===== config.mk =====
export PLATFORM = sky130hd
export DESIGN_NAME = sweep_pulse_channel
export DESIGN_NICKNAME = d
export VERILOG_FILES = /design/src/rtl/sweep_pulse_pkg.sv /design/src/rtl/sweep_unit.sv /design/src/rtl/sweep_pulse_channel.sv
export SDC_FILE = /design/constraint.sdc
export NUM_CORES = 1
export LEC_CHECK = 0
export CAP_MARGIN = 20
export CORE_ASPECT_RATIO = 2
export CORE_MARGIN = 3
export CORE_UTILIZATION = 50
export CTS_BUF_LIST = sky130_fd_sc_hd__clkbuf_8
export CTS_CLUSTER_SIZE = 12
export DETAILED_ROUTE_END_ITERATION = 10
export GPL_TIMING_DRIVEN = 0
export PLACE_DENSITY = 0.8
export SYNTH_ARGS = -nofsm -noshare
export SYNTH_HDL_FRONTEND = slang
export SYNTH_SLANG_ARGS = --single-unit
export TNS_END_PERCENT = 1

===== constraint.sdc =====
create_clock -name clk -period 13.32 [get_ports clk]
set_clock_uncertainty 0.15 [all_clocks]
set_input_delay 2.664 -clock clk [delete_from_list [all_inputs] [get_ports clk]]
set_output_delay 2.664 -clock clk [all_outputs]
set_load 0.02 [all_outputs]

===== src/rtl/sweep_pulse_pkg.sv =====
// Shared constants for the sweep pulse channel: default widths, sweep FSM
// encoding and duty waveform tables (leftmost character is step 0).
package sweep_pulse_pkg;

  localparam int DEF_FREQ_W    = 11;
  localparam int DEF_LEN_W     = 6;
  localparam int DEF_VOL_W     = 4;
  localparam int DEF_EPER_W    = 3;
  localparam int DEF_SPER_W    = 3;
  localparam int DEF_SHIFT_W   = 3;
  localparam int DEF_TIMER_DIV = 4;

  localparam logic [1:0] SWP_IDLE    = 2'd0;
  localparam logic [1:0] SWP_CALC    = 2'd1;
  localparam logic [1:0] SWP_RECHECK = 2'd2;
  localparam logic [1:0] SWP_CHECK   = 2'd3;

  localparam logic [7:0] DUTY_12 = 8'b0000_0001;
  localparam logic [7:0] DUTY_25 = 8'b1000_0001;
  localparam logic [7:0] DUTY_50 = 8'b1000_0111;
  localparam logic [7:0] DUTY_75 = 8'b0111_1110;

  function automatic logic duty_bit(input logic [1:0] duty, input logic [2:0] step);
    logic [7:0] pat;
    case (duty)
      2'b00:   pat = DUTY_12;
      2'b01:   pat = DUTY_25;
      2'b10:   pat = DUTY_50;
      2'b11:   pat = DUTY_75;
      default: pat = DUTY_12;
    endcase
    return pat[3'd7 - step];
  endfunction

endpackage


===== src/rtl/sweep_unit.sv =====
// Frequency sweep: sweep divider, IDLE/CALC/RECHECK/CHECK sequencer and the
// shadow-frequency adder with overflow detection.
module sweep_unit
  import sweep_pulse_pkg::*;
#(
  parameter int FREQ_W  = DEF_FREQ_W,
  parameter int SPER_W  = DEF_SPER_W,
  parameter int SHIFT_W = DEF_SHIFT_W
) (
  input  logic              clk,
  input  logic              reset,
  input  logic              trigger,
  input  logic              tick_128,
  input  logic [FREQ_W-1:0] freq,
  input  logic [SPER_W-1:0] sweep_period,
  input  logic              sweep_negate,
  input  logic [SHIFT_W-1:0] sweep_shift,
  output logic [FREQ_W-1:0] shadow,
  output logic              sweep_dis
);

  localparam logic [SPER_W:0] SCTR_FULL = {1'b1, {SPER_W{1'b0}}};
  localparam logic [SPER_W:0] SCTR_ONE  = {{SPER_W{1'b0}}, 1'b1};

  logic [1:0]        state_r, state_n_s;
  logic [FREQ_W-1:0] shadow_r, shadow_n_s, delta_s;
  logic [SPER_W:0]   sctr_r, sctr_n_s, sctr_reload_s;
  logic              sweep_on_r;
  logic [FREQ_W:0]   sum_s;
  logic              period_zero_s, shift_zero_s, ovf_s;

  // Adder is one bit wider than shadow so bit FREQ_W flags overflow.
  always_comb begin
    delta_s       = shadow_r >> sweep_shift;
    period_zero_s = (sweep_period == {SPER_W{1'b0}});
    shift_zero_s  = (sweep_shift == {SHIFT_W{1'b0}});
    sctr_reload_s = period_zero_s ? SCTR_FULL : {1'b0, sweep_period};
    if (sweep_negate) begin
      sum_s = {1'b0, shadow_r} - {1'b0, delta_s};
    end else begin
      sum_s = {1'b0, shadow_r} + {1'b0, delta_s};
    end
    ovf_s     = sum_s[FREQ_W];
    sweep_dis = (state_r != SWP_IDLE) && ovf_s;
  end

  // Sequencer next-state and divider logic.
  always_comb begin
    state_n_s  = state_r;
    shadow_n_s = shadow_r;
    sctr_n_s   = sctr_r;
    case (state_r)
      SWP_IDLE: begin
        if (tick_128) begin
          if (sctr_r <= SCTR_ONE) begin
            sctr_n_s = sctr_reload_s;
            if (sweep_on_r && !period_zero_s) begin
              state_n_s = SWP_CALC;
            end else begin
              state_n_s = SWP_IDLE;
            end
          end else begin
            sctr_n_s = sctr_r - SCTR_ONE;
          end
        end else begin
          sctr_n_s = sctr_r;
        end
      end
      SWP_CALC: begin
        if (ovf_s) begin
          state_n_s = SWP_IDLE;
        end else if (!shift_zero_s) begin
          shadow_n_s = sum_s[FREQ_W-1:0];
          state_n_s  = SWP_RECHECK;
        end else begin
          state_n_s = SWP_IDLE;
        end
      end
      SWP_RECHECK: state_n_s = SWP_IDLE;
      SWP_CHECK:   state_n_s = SWP_IDLE;
      default:     state_n_s = SWP_IDLE;
    endcase
  end

  // Sweep state registers; a trigger restarts the sweep from freq.
  always_ff @(posedge clk) begin
    if (reset) begin
      state_r    <= SWP_IDLE;
      shadow_r   <= {FREQ_W{1'b0}};
      sctr_r     <= {(SPER_W+1){1'b0}};
      sweep_on_r <= 1'b0;
    end else if (trigger) begin
      state_r    <= shift_zero_s ? SWP_IDLE : SWP_CHECK;
      shadow_r   <= freq;
      sctr_r     <= sctr_reload_s;
      sweep_on_r <= !period_zero_s || !shift_zero_s;
    end else begin
      state_r    <= state_n_s;
      shadow_r   <= shadow_n_s;
      sctr_r     <= sctr_n_s;
      sweep_on_r <= sweep_on_r;
    end
  end

  assign shadow = shadow_r;

endmodule


===== src/rtl/sweep_pulse_channel.sv =====
// Square-wave channel with duty generator, length counter, volume envelope
// and optional frequency sweep; frame ticks arrive as one-cycle enables.
module sweep_pulse_channel
  import sweep_pulse_pkg::*;
#(
  parameter int FREQ_W    = DEF_FREQ_W,
  parameter int LEN_W     = DEF_LEN_W,
  parameter int VOL_W     = DEF_VOL_W,
  parameter int EPER_W    = DEF_EPER_W,
  parameter int SPER_W    = DEF_SPER_W,
  parameter int SHIFT_W   = DEF_SHIFT_W,
  parameter int TIMER_DIV = DEF_TIMER_DIV,
  parameter int SWEEP_EN  = 1
) (
  input  logic               clk,
  input  logic               reset,
  input  logic               tick_256,
  input  logic               tick_128,
  input  logic               tick_64,
  input  logic               trigger,
  input  logic [FREQ_W-1:0]  freq,
  input  logic [SPER_W-1:0]  sweep_period,
  input  logic               sweep_negate,
  input  logic [SHIFT_W-1:0] sweep_shift,
  input  logic [LEN_W-1:0]   length_load,
  input  logic               length_enable,
  input  logic [1:0]         duty_cycle,
  input  logic [VOL_W-1:0]   starting_volume,
  input  logic [EPER_W-1:0]  env_period,
  input  logic               env_add,
  output logic [VOL_W-1:0]   amplitude,
  output logic               enabled,
  output logic [FREQ_W-1:0]  freq_out
);

  localparam int TMR_W = FREQ_W + $clog2(TIMER_DIV);
  localparam logic [LEN_W:0]    LEN_FULL = {1'b1, {LEN_W{1'b0}}};
  localparam logic [LEN_W:0]    LEN_ONE  = {{LEN_W{1'b0}}, 1'b1};
  localparam logic [VOL_W-1:0]  VOL_MAX  = {VOL_W{1'b1}};
  localparam logic [VOL_W-1:0]  VOL_ONE  = {{(VOL_W-1){1'b0}}, 1'b1};
  localparam logic [EPER_W-1:0] EPER_ONE = {{(EPER_W-1){1'b0}}, 1'b1};
  localparam logic [TMR_W-1:0]  TMR_ONE  = {{(TMR_W-1){1'b0}}, 1'b1};

  logic [FREQ_W-1:0] shadow_s, tmr_src_s;
  logic              sweep_dis_s;
  logic [TMR_W-1:0]  tmr_r, tmr_reload_s;
  logic [2:0]        step_r;
  logic [LEN_W:0]    len_ctr_r;
  logic [EPER_W-1:0] env_ctr_r;
  logic [VOL_W-1:0]  volume_r, amp_r;
  logic              enabled_r;

  generate
    if (SWEEP_EN != 0) begin : g_sweep
      sweep_unit #(
        .FREQ_W (FREQ_W),
        .SPER_W (SPER_W),
        .SHIFT_W(SHIFT_W)
      ) u_sweep (
        .clk         (clk),
        .reset       (reset),
        .trigger     (trigger),
        .tick_128    (tick_128),
        .freq        (freq),
        .sweep_period(sweep_period),
        .sweep_negate(sweep_negate),
        .sweep_shift (sweep_shift),
        .shadow      (shadow_s),
        .sweep_dis   (sweep_dis_s)
      );
    end else begin : g_nosweep
      logic [FREQ_W-1:0] shadow_r;
      logic              sweep_unused_s;
      assign sweep_unused_s = ^{tick_128, sweep_period, sweep_negate, sweep_shift};
      // Without sweep hardware the shadow simply follows freq.
      always_ff @(posedge clk) begin
        if (reset) begin
          shadow_r <= {FREQ_W{1'b0}};
        end else begin
          shadow_r <= freq;
        end
      end
      assign shadow_s    = shadow_r;
      assign sweep_dis_s = 1'b0;
    end
  endgenerate

  // (2^F - f)*D - 1 rewritten as ~f*D + (D-1) so it fits TMR_W exactly.
  always_comb begin
    tmr_src_s    = trigger ? freq : shadow_s;
    tmr_reload_s = TMR_W'(~tmr_src_s) * TMR_W'(TIMER_DIV) + TMR_W'(TIMER_DIV - 1);
  end

  // Frequency timer and duty step; free-running regardless of enabled.
  always_ff @(posedge clk) begin
    if (reset) begin
      tmr_r  <= {TMR_W{1'b0}};
      step_r <= 3'd0;
    end else if (trigger) begin
      tmr_r  <= tmr_reload_s;
      step_r <= 3'd0;
    end else if (tmr_r == {TMR_W{1'b0}}) begin
      tmr_r  <= tmr_reload_s;
      step_r <= step_r + 3'd1;
    end else begin
      tmr_r  <= tmr_r - TMR_ONE;
    end
  end

  // Channel enable and length counter; sweep overflow also disables.
  always_ff @(posedge clk) begin
    if (reset) begin
      enabled_r <= 1'b0;
      len_ctr_r <= {(LEN_W+1){1'b0}};
    end else if (trigger) begin
      enabled_r <= 1'b1;
      len_ctr_r <= LEN_FULL - {1'b0, length_load};
    end else begin
      if (tick_256 && length_enable && (len_ctr_r != {(LEN_W+1){1'b0}})) begin
        len_ctr_r <= len_ctr_r - LEN_ONE;
        if (len_ctr_r == LEN_ONE) begin
          enabled_r <= 1'b0;
        end
      end
      if (sweep_dis_s) begin
        enabled_r <= 1'b0;
      end
    end
  end

  // Volume envelope with saturating steps.
  always_ff @(posedge clk) begin
    if (reset) begin
      volume_r  <= {VOL_W{1'b0}};
      env_ctr_r <= {EPER_W{1'b0}};
    end else if (trigger) begin
      volume_r  <= starting_volume;
      env_ctr_r <= env_period;
    end else if (tick_64 && (env_period != {EPER_W{1'b0}})) begin
      if (env_ctr_r <= EPER_ONE) begin
        env_ctr_r <= env_period;
        if (env_add) begin
          if (volume_r != VOL_MAX) begin
            volume_r <= volume_r + VOL_ONE;
          end
        end else if (volume_r != {VOL_W{1'b0}}) begin
          volume_r <= volume_r - VOL_ONE;
        end
      end else begin
        env_ctr_r <= env_ctr_r - EPER_ONE;
      end
    end
  end

  // Registered output sample.
  always_ff @(posedge clk) begin
    if (reset) begin
      amp_r <= {VOL_W{1'b0}};
    end else if (enabled_r && duty_bit(duty_cycle, step_r)) begin
      amp_r <= volume_r;
    end else begin
      amp_r <= {VOL_W{1'b0}};
    end
  end

  assign amplitude = amp_r;
  assign enabled   = enabled_r;
  assign freq_out  = shadow_s;

endmodule


# After elaboration in Yosys (flattened, before gate mapping)
# Index checks and enable logic that the tools add are counted.
# W data, S select, Z words.
# totals
register_bits	53
elab_cells	117
out_inout_bits	16
in_bits	41
# classes
mux	40
n_bitwise	2
n_shift	1
n_reduce_logical	35
n_lt_le_gt_ge	3
n_addsub	12
eq_ne	13
# op_table
cell	n
$mux W11	5
$mux W4	11
$pmux W8 S4	1
$mux W13	2
$mux W7	2
$reduce_bool A2 Y1	7
$add A13 B2 Y13 const B	1
$logic_not A13 Y1	1
$sub A13 B1 Y13 const B	1
$add A11 B11 Y12	1
$mux W12	1
$mux W2	6
$reduce_bool A3 Y1	4
$sub A11 B11 Y12	1
$not A11 Y11	1
$shr A11 B3 Y11	1
$mux W3	3
$eq A2 B2 Y1 const B	4
$mux W8	1
$sub A4 B1 Y4 const B	2
$eq A7 B1 Y1 const B	1
$reduce_bool A7 Y1	1
$sub A7 B1 Y7 const B	1
$sub A7 B6 Y7 const A	1
26 further kinds	46

# Depth between registers and ports, before layout
# logic_depth
ltp_word	8
mapped_depth	20
depth_no_buf	17

# Hierarchy
# From an unflattened synthesis, not the netlist that was laid out.
# hier_totals
cells_unflattened	529
hier_area_um2	4294.1
# modules_own_cells
mod	seq_area_each_um2	cells_per_inst	area_per_inst_um2	instances
sweep_unit	360.3	276	2168.3	1
sweep_pulse_channel	700.7	253	2125.8	1

# Worst setup path after synthesis
# Ideal clock, no wire load.
# synth_timing
kind	input to register
startpoint	input sweep_shift[1]
endpoint	register g_sweep.u_sweep.shadow_r[5] (netlist: g_sweep.u_sweep.shadow[5])
t_arrival_ps	6260
path_slack_ps	6788
setup_ps	122
cell_stages	16
cell_sequence	buf_2 buf_1 clkbuf_1 mux4_2 ha_1 and3_1 a21oi_1 xor2_1 ha_1 a2111o_1 o21ai_0 a31oi_1 xor2_1 nor2_1 buf_6 o311a_1
# synth_via
elab_chain_cells	7
# synth_lines
item	line	rtl
start: declaration	sweep_pulse_channel.sv:24	input logic [SHIFT_W-1:0] sweep_shift,
$shr A11 B3 Y11	sweep_unit.sv:34	delta_s = shadow_r >> sweep_shift;
$add A11 B11 Y12 or $sub A11 B11 Y12 (tied branches)	sweep_unit.sv:41, sweep_unit.sv:39	
$mux W12	sweep_unit.sv:38	if (sweep_negate) begin
$mux W11	sweep_unit.sv:72	end else if (!shift_zero_s) begin
$mux W11	sweep_unit.sv:70	if (ovf_s) begin
$mux W11	sweep_unit.sv:52	case (state_r)
$mux W11	sweep_unit.sv:92	end else if (trigger) begin
end signal: assignment	sweep_unit.sv:89	shadow_r <= {FREQ_W{1'b0}};
end signal: assignment	sweep_unit.sv:94	shadow_r <= freq;
end signal: assignment	sweep_unit.sv:99	shadow_r <= shadow_n_s;
end: declaration	sweep_unit.sv:26	logic [FREQ_W-1:0] shadow_r, shadow_n_s, delta_s;
# Parallel ways exist; a longest one is shown, timed or not. The select of a mux whose other input is x is not followed.
# A chain may end at the register's enable or synchronous reset.

# Worst setup path in the final report
# layout_timing
startpoint	input sweep_shift[0]
endpoint	register g_sweep.u_sweep.shadow_r[5] (netlist: g_sweep.u_sweep.shadow[5])
# The elaborated chain is that of the path after synthesis.

==> run_results.csv <==
group,metric,value,unit
run_status,status,"finished, final reports clean",
detailed_routing,wire_per_inst,18.2,um
sta,final-hold-violation-count,0,
sta,min_period,7880,ps
sta,grt_setup_unrepaired,"no",
clock_tree,cts_hold_buf,0,
clock_tree,cts_inserted_buffers,5,
power_and_ir_drop,power_density,106,nW/um2
critical_path,cp-start-kind,"input pin",
min_path,whs_path_depth,2,
power_and_ir_drop,pwr-share-seq,0.359,
sta,tns,0,ps
power_and_ir_drop,leakage,0.00202,uW
global_route,grt_overflow,0,
synth,yosysSeqAreaShare,0.245,
sta,relSlewSlack,0.490,
floorplan,placementRows,47,
clock_tree,postCtsSetupBuffers,0,
critical_path,r2r_slack,8460,ps
floorplan,ios,57,
synth,synth_async_sr_flop_share,0,
synth,yosys_warnings,0,
global_route,grt_pass1_wl,21000,um
clock_tree,clkTransAtPathRegs,90,ps
floorplan,dieArea,9870,um2
clock_tree,cts.path.max_buffers,2,
detailed_routing,dr.pass1.iters,5,
power_and_ir_drop,p_sw,214,uW
placed_design,portBuffers,55,
clock_tree,root_buffer,"clkbuf_8",
global_route,grt_pass1_vias,4513,
min_path,hold_path.class,"register to register",
critical_path,critical_path.max_fanout,10,
min_path,min_to,"g_sweep.u_sweep.sweep_on_r$_SDFFE_PP0P_",
power_and_ir_drop,p_comb_frac,0.464,
synth,syn_inst,561,
finish,syn_to_final_growth,17.6,%
detailed_routing,drtIter0Drc,215,
synth,synth-main-ff-cell,"dfxtp_1",
critical_path,reg2regPathDepth,15,
floorplan,dieWidth,71.8,um
floorplan,start_util,0.518,
detailed_routing,viasPerCell,6.16,
power_and_ir_drop,clkPwrFrac,0.176,
placed_design,post-dp-hpwl,10500,um
sta,max_freq,127,MHz
synth,synth_seq_cells,53,
detailed_routing,routed_wirelength,13100,um
synth,ys_types,65,
sta,tightest_slew,763,ps
clock_tree,clkSinkCount,53,
detailed_routing,vias,4439,
synth,syn_area_per_cell,7.71,um2
power_and_ir_drop,ir_drop,0.0000836,V
sta,setup_violations,0,
global_route,antenna_found_initial,0,
placed_design,placed_area,5000,um2
synth,syn-num-nets,632,
clock_tree,cts_resized,0,
finish,finalInstanceArea,5080,um2
detailed_routing,drc_errors,0,
global_route,track_usage,0.273,
min_path,min_from,"g_sweep.u_sweep.sweep_on_r$_SDFFE_PP0P_",
power_and_ir_drop,p_sw_frac,0.396,
finish,layout-drive-gt1-share,0.0449,
synth,netlist_area,4330,um2
sta,post-route-period-util,0.592,
sta,finalMaxSlewViolations,0,
clock_tree,cts_max_level,2,
placed_design,gp_congestion,0.977,
critical_path,critPathCaptureType,"register",
power_and_ir_drop,intPower,326,uW
floorplan,die_y,138,um
clock_tree,cts_tree,"built",
global_route,grt_max_degree,15,
floorplan,core_area,8350,um2
detailed_routing,ant_nets,0,
finish,diodes,0,
critical_path,cp.arrival,7950,ps
critical_path,required,13390,ps
critical_path,timing.rr.end,"g_sweep.u_sweep.shadow[5]$_SDFFE_PP0P_",
critical_path,worstSetupPathType,"input pin to register",
job,cap_violations,0,
critical_path,r2r-start,"g_sweep.u_sweep.shadow[7]$_SDFFE_PP0P_",
finish,finalNetCount,694,
clock_tree,worstSkewPairLatency,320,ps
synth,synth_edf_count,0,
[layout make-up]
class                      instances  area, um2
fill                             783       3270
multi-input combinational        459       3050
sequential                        53       1060
timing repair buffer              55        551
buffer                            26        124
tap                               98        123
inverter                          23       86.3
clock buffer                       6       82.6
clock inverter                     1       3.75
[synth_stat cells (13+ instances only)]
master	count	area, um2
nor2_1	59	221
a21oi_1	57	285
dfxtp_1	53	1060
nand2_1	46	173
o21ai_0	38	190
ha_1	28	350
inv_1	23	86.3
xnor2_1	23	201
xor2_1	20	175
clkbuf_1	16	60.1
a211oi_1	14	105
nand2b_1	14	87.6
nor3_1	14	70.1
mux2i_1	13	130
[worst max-delay path, cell delays in order]
cell and delay, ps:
clkdlybuf4s50_1 590, buf_6 190, buf_6 160, clkbuf_1 500
mux2i_1 300, mux2i_1 170, nand2_1 120, o21a_1 150
ha_1 240, and3_1 280, a21oi_1 110, xor2_1 190
ha_1 350, a2111o_1 440, o21ai_0 270, a31oi_1 190
xor2_1 430, nor2_1 150, buf_6 180, o311a_1 280
[power by group through the flow]
stage / clock (uW) / combinational, uW / sequential (uW)
CTS: 96.4 / 249 / 193
global placement: 0 / 241 / 196
global route: 100 / 277 / 196
finish: 95.3 / 251 / 194
detailed placement: 0 / 247 / 197
floorplan: 0 / 175 / 196
[registers in the layout (all words and copies together) (netlist names), 2 cells and up]
| name | flops |
|---|---|
| amplitude | 4 |
| env_ctr_r | 3 |
| g_sweep.u_sweep.sctr_r | 4 |
| g_sweep.u_sweep.shadow | 11 |
| g_sweep.u_sweep.state_r | 2 |
| len_ctr_r | 7 |
| step_r | 3 |
| tmr_r | 13 |
| volume_r | 4 |
[per-layer routing]
layer	share of wire	global-route usage	vias up
met5	0	0	-
met4	0.059	0.195	0
met3	0.036	0.0358	51
met2	0.57	0.537	154
met1	0.34	0.242	2077
li1	-	-	2157
[metrics by stage]
stage	util	total power (uW)	hold WS (ps)	setup slack, ps	instances
after floorplan	-	371	324	6790	561
after global placement	0.599	437	340	5230	714
after detailed placement	0.599	443	352	5140	714
after CTS	0.609	539	364	5450	721
after global routing	0.609	573	387	5120	721
final	0.609	540	361	5440	721
[cell usage in the layout (no fill, tap or decap), types with 5 or more instances in the layout]
master and instances:
a21oi_1 57, ha_1 28, nor2_1 59, o31ai_1 5, o21ai_0 38, nor4_1 7
mux2i_1 13, xor2_1 20, clkbuf_8 6, and2_1 8, a21o_1 6, clkbuf_1 16
clkdlybuf4s50_1 55, mux2_2 5, nor3_1 14, inv_1 24, nand3_1 8, a31oi_1 6
a211oi_1 14, nor2b_1 9, dfxtp_1 53, xnor2_1 23, nand2b_1 14, o211ai_1 7
nand2_1 46
[worst max path at each step]
| stage | start | endpoint | slack, ps | depth (start not counted) |
|---|---|---|---|---|
| after floorplan | sweep_shift[1] | g_sweep.u_sweep.shadow[5]$_SDFFE_PP0P_ | 6790 | 16 |
| after global placement | sweep_shift[0] | g_sweep.u_sweep.shadow[5]$_SDFFE_PP0P_ | 5230 | 20 |
| after detailed placement | sweep_shift[0] | g_sweep.u_sweep.shadow[5]$_SDFFE_PP0P_ | 5140 | 20 |
| after CTS | sweep_shift[0] | g_sweep.u_sweep.shadow[5]$_SDFFE_PP0P_ | 5450 | 20 |
| after global routing | sweep_shift[0] | g_sweep.u_sweep.shadow[5]$_SDFFE_PP0P_ | 5120 | 20 |
| final | sweep_shift[0] | g_sweep.u_sweep.shadow[5]$_SDFFE_PP0P_ | 5440 | 20 |
[kinds of logic (layout without fill, tap and decap cells)]
group           after synthesis  in the layout  share of synthesized area
simple gates                194            194                      0.219
compound gates              171            171                      0.251
flops                        53             53                      0.245
buf+inv                      49            111                     0.0486
xor+xnor                     43             43                     0.0871
fa+ha+maj                    30             30                     0.0903
mux                          21             21                     0.0587
Power figures use the tool's default switching activity.
